**src/rtl/counter_cell_scheduler.sv**
```systemverilog
// Counter-cell increment scheduler: latches signed increment requests per cell and
// grants one increment (CAD + PINC/MINC) per CPU counter slot, lowest index first.
module counter_cell_scheduler #(
    parameter int NCELL = 16,
    parameter int TMO   = 64
) (
    input  logic             SIM_CLK,
    input  logic             SIM_RST,
    input  logic [NCELL-1:0] PLSREQ,
    input  logic [NCELL-1:0] MNSREQ,
    input  logic             SLOT,
    input  logic             INKL,
    input  logic             INCDONE,
    output logic [5:0]       CAD,
    output logic             PINC,
    output logic             MINC,
    output logic             CNTBSY,
    output logic             PENDANY,
    output logic [7:0]       LOSTCT,
    output logic             CNTTMO
);

    localparam int TW = $clog2(TMO);

    typedef enum logic {IDLE, BUSY} state_t;

    state_t           state, state_nxt;
    logic [NCELL-1:0] pend, pend_nxt;
    logic [NCELL-1:0] sign, sign_nxt;
    logic [TW-1:0]    timer, timer_nxt;
    logic [5:0]       cad_nxt;
    logic             pinc_nxt, minc_nxt, tmo_nxt;
    logic [7:0]       lost_nxt;

    logic             win_found, win_sign;
    logic [5:0]       win_idx;
    logic [NCELL-1:0] win_mask;
    logic [7:0]       lost_inc;
    logic [8:0]       lost_sum;
    logic             pend_eff;

    assign CNTBSY  = (state == BUSY);
    assign PENDANY = |pend;

    // NOTE: every variable gets a default at the top of always_comb so no path
    // leaves it unassigned, which would otherwise infer a latch.
    always_comb begin
        state_nxt = state;
        cad_nxt   = CAD;
        pinc_nxt  = PINC;
        minc_nxt  = MINC;
        timer_nxt = timer;
        tmo_nxt   = CNTTMO;
        pend_nxt  = pend;
        sign_nxt  = sign;
        lost_inc  = 8'd0;
        win_found = 1'b0;
        win_sign  = 1'b0;
        win_idx   = 6'd0;
        win_mask  = '0;
        pend_eff  = 1'b0;

        // Lowest-index pending cell wins the slot.
        for (int i = 0; i < NCELL; i++) begin
            if (pend[i] && !win_found) begin
                win_found   = 1'b1;
                win_idx     = 6'(i);
                win_sign    = sign[i];
                win_mask[i] = 1'b1;
            end
        end

        case (state)
            IDLE: begin
                if (SLOT && !INKL && win_found) begin
                    state_nxt = BUSY;
                    cad_nxt   = win_idx;
                    pinc_nxt  = win_sign;
                    minc_nxt  = !win_sign;
                    timer_nxt = '0;
                end else begin
                    win_mask = '0;
                end
            end
            BUSY: begin
                win_mask = '0;
                if (INCDONE || timer == TW'(TMO - 1)) begin
                    state_nxt = IDLE;
                    cad_nxt   = 6'd0;
                    pinc_nxt  = 1'b0;
                    minc_nxt  = 1'b0;
                    if (!INCDONE) begin
                        tmo_nxt  = 1'b1;
                        lost_inc = 8'd1;
                    end
                end else begin
                    timer_nxt = timer + TW'(1);
                end
            end
            default: state_nxt = IDLE;
        endcase

        // A cell granted on this edge sees its request as arriving with PEND=0.
        for (int i = 0; i < NCELL; i++) begin
            pend_eff    = pend[i] & ~win_mask[i];
            pend_nxt[i] = pend_eff;
            if (PLSREQ[i] ^ MNSREQ[i]) begin
                if (!pend_eff) begin
                    pend_nxt[i] = 1'b1;
                    sign_nxt[i] = PLSREQ[i];
                end else if (sign[i] != PLSREQ[i]) begin
                    pend_nxt[i] = 1'b0;
                end else begin
                    lost_inc = lost_inc + 8'd1;
                end
            end
        end

        lost_sum = {1'b0, LOSTCT} + {1'b0, lost_inc};
        lost_nxt = (lost_sum > 9'd255) ? 8'hFF : lost_sum[7:0];
    end

    // NOTE: sequential state uses non-blocking assignments so every register
    // samples the pre-edge values regardless of statement order.
    always_ff @(posedge SIM_CLK) begin
        if (SIM_RST) begin
            state  <= IDLE;
            pend   <= '0;
            sign   <= '0;
            timer  <= '0;
            CAD    <= 6'd0;
            PINC   <= 1'b0;
            MINC   <= 1'b0;
            LOSTCT <= 8'd0;
            CNTTMO <= 1'b0;
        end else begin
            state  <= state_nxt;
            pend   <= pend_nxt;
            sign   <= sign_nxt;
            timer  <= timer_nxt;
            CAD    <= cad_nxt;
            PINC   <= pinc_nxt;
            MINC   <= minc_nxt;
            LOSTCT <= lost_nxt;
            CNTTMO <= tmo_nxt;
        end
    end

endmodule
```
**config.mk**
```make
export PLATFORM = sky130hd
export DESIGN_NAME = counter_cell_scheduler
export DESIGN_NICKNAME = d
export VERILOG_FILES = /design/src/rtl/counter_cell_scheduler.sv
export SDC_FILE = /design/constraint.sdc
export NUM_CORES = 1
export LEC_CHECK = 0
export BUFFER_PORTS_ARGS = -buffer_cell sky130_fd_sc_hd__buf_2
export CORE_ASPECT_RATIO = 0.6
export CORE_MARGIN = 2
export CORE_UTILIZATION = 40
export DETAILED_ROUTE_END_ITERATION = 7
export PLACE_DENSITY = 0.65
export SETUP_SLACK_MARGIN = 0.05
export SYNTH_ARGS = -nofsm -noshare
export SYNTH_HDL_FRONTEND = slang
export SYNTH_SLANG_ARGS = --single-unit
```
**constraint.sdc**
```tcl
create_clock -name SIM_CLK -period 27.1 [get_ports SIM_CLK]
set_input_delay 5.42 -clock SIM_CLK [delete_from_list [all_inputs] [get_ports SIM_CLK]]
set_output_delay 5.42 -clock SIM_CLK [all_outputs]
set_load 0.02 [all_outputs]
```
==> impl_metrics.py <==
metrics = {
    "detailed_routing": {
        "firstDrtPassIters": 5,
        "drcViolationCount": 0,
        "via_per_inst": 5.50,
        "vias": 5834,
        "detail_route.wl_per_cell_um": 14.4,
        "first_iter_violations": 498,
        "ant_nets": 0,
        "drt-total-wl_um": 15200,
    },
    "timing": {
        "fin_crit_sh_pct": 66.0,
        "relSlewSlack_pct": 28.2,
        "hold_viol": 0,
        "timing.final.max_slew_violations": 0,
        "worst_slack_ns": 9.21,
        "rsz0062_at_grt": "false",
        "max_freq_ghz": 0.0559,
        "worstMarginPinSlew_ns": 1.08,
        "period_needed_ns": 17.89,
        "skew_ns": 0.00902,
        "tns_ns": 0,
        "finalSetupViolCount": 0,
    },
    "cells_and_area": {
        "antenna_cells": 0,
        "final_core_util_pct": 44.7,
        "layout-drive-gt1-share_pct": 13.2,
        "nets": 925,
        "syn2layout_area_growth_pct": 9.79,
    },
    "floorplan": {
        "die_w_um": 161,
        "die-area_um2": 15800,
        "ios": 56,
        "core_area_um2": 14500,
        "die_height_um": 98.0,
        "start_util_pct": 40.8,
        "num_rows": 34,
    },
    "clock_tree": {
        "worstSkewPairLatency_ns": 0.30,
        "cts_tree": "done",
        "cts_buffer_depth": 2,
        "cts_made_buffers": 5,
        "htree_num_levels": 2,
        "cts_setup_buffers": 0,
        "cts_hold_buf": 0,
        "cts-root-buf": "clkbuf_16",
        "cts_sinks": 54,
        "cts-resized-gates": 0,
        "clk_pin_slew_ns": 0.08,
    },
    "synthesis": {
        "synth_edf_count": 0,
        "synthArstFlopShare_pct": 0,
        "yosys-top-cells-count": "nand2_1, nor2_1, a21oi_1, dfxtp_1, o21ai_0",
        "synth.most_common_cell": "nand2_1",
        "synth_top_cell_area_share_pct": 18.3,
        "avgSynthCellArea_um2": 7.11,
        "ys_seq_area_share_pct": 18.3,
        "synth_warnings": 0,
        "netlist-cell-type-count": 84,
        "syn_inst": 829,
        "yosys_register_bits": 54,
        "synth-main-ff-cell": "dfxtp_1",
        "syn_area_um2": 5890,
        "synth_area_leaders": "dfxtp_1, nand2_1, a21oi_1",
        "synth_top_area_cell": "dfxtp_1",
    },
    "setup_path": {
        "worst_path_max_delay_cell": "or3b_1",
        "startpoint_type": "input port",
        "required_ns": 27.24,
        "path_max_fanout": 19,
        "critPathCaptureType": "register",
        "path_common_cell": "ha_1",
        "crit_arrival_ns": 18.02,
        "worst_path_largest_cell_delay_ns": 0.69,
        "crit_type": "input port to register",
    },
    "grt": {
        "use_met3_pct": 2.68,
        "grt_pass1_vias": 5125,
        "grt_use_met2_pct": 26.1,
        "top_usage_layer": "met1",
        "grt_max_degree": 55,
        "met1_usage_pct": 33.0,
        "grt.total_usage_pct": 19.6,
        "grt-ovfl-total": 0,
        "grt_first_pass_wirelength_um": 25900,
        "grt_antenna_before_repair": 0,
    },
    "power": {
        "p_leak_nw": 2.55,
        "power_mw": 0.277,
        "p_per_area_nw_per_um2": 42.8,
        "irDropWorstVdd_uv": 32.1,
    },
    "run_status": {
        "status": "complete, no violations",
    },
    "run": {
        "drv_cap": 0,
    },
    "placement": {
        "place_hpwl_um": 11700,
        "place_worst_setup_slack_ns": 9.07,
        "place.gp.congestion": 0.841,
        "io_buffers": 53,
    },
    "min_path": {
        "min_path_type": "register to register",
    },
}
[state kept, by name (all words and copies together) (netlist names)]
| register | flops |
|---|---|
| CAD | 4 |
| CNTBSY | 1 |
| CNTTMO | 1 |
| LOSTCT | 8 |
| MINC | 1 |
| PINC | 1 |
| pend | 16 |
| sign | 16 |
| timer | 6 |
[cells by family after synthesis]
| family | Yosys count | synth area share [%] |
|---|---|---|
| adders and majority gates | 26 | 5.65 |
| buffers and inverters | 58 | 4.03 |
| AOI/OAI and AO/OA | 222 | 24.6 |
| muxes | 14 | 2.55 |
| and+or+nand+nor | 396 | 34.1 |
| xor gates and xnor gates | 58 | 10.7 |
| DFF | 54 | 18.3 |
| other | 1 | 0.0636 |
[through the flow]
step	hold slack, ns	cell area [µm²]	instances
after CTS	0.464	6470	1061
after global routing	0.497	6470	1061
final	0.461	6470	1061
after global placement	0.451	6290	1053
after floorplan	0.465	5900	830
after detailed placement	0.451	6290	1053
[power breakdown]
part	internal, mW	switching (mW)	total (mW)	leakage [nW]
Sequential	0.0858	0.0103	0.0961	0.444
Clock	0.0466	0.0332	0.0798	0.0875
Combinational	0.0411	0.0597	0.101	2.02
Total	0.174	0.103	0.277	2.55
[worst max-delay path, delay by kind of cell]
kind                     cells  cell delay (ns)
adder cells (fa/ha/maj)     16             4.61
AND/OR/NAND/NOR             20             3.49
AO/OA/AOI/OAI               10             2.26
multiplexers                 7             1.83
buffers and inverters        3             0.24
XOR/XNOR                     1             0.16
[worst paths after layout]
kind | start | end | slack (ns) | cells past startpoint
setup reg to reg | pend[0] | LOSTCT[0] | 13.82 | 57
hold / removal | CAD[3] | CAD[3] | 0.46 | 2
hold reg to reg | CAD[3] | CAD[3] | 0.46 | 2
setup / recovery | INKL | LOSTCT[0] | 9.21 | 57
[layout make-up]
cell class	count	area [µm²]
Clock buffer	6	139
Clock inverter	2	38.8
Fill cell	1495	7990
Inverter	28	105
Multi-Input combinational cell	718	4580
Sequential cell	54	1080
Tap cell	198	248
Timing Repair Buffer	55	280
[metal layers]
layer | vias to the layer above | wire length [µm]
li1 | 3061 | -
met3 | 10 | 707
met1 | 2625 | 8830
met5 | - | 0
met2 | 138 | 5620
met4 | 0 | 85
[layout by cell type (no fill, tap or decap), types with 18 or more instances in the layout]
cell type	Yosys	routed
dfxtp_1	54	54
a21oi_1	81	81
xnor2_1	30	30
buf_2	4	53
nand3_1	21	21
nand2_1	122	122
nor3_1	34	34
ha_1	25	25
nor2_1	89	89
inv_1	28	28
o21ai_0	50	50
or3_1	18	18
No activity file was read; power rests on OpenSTA's default activity.
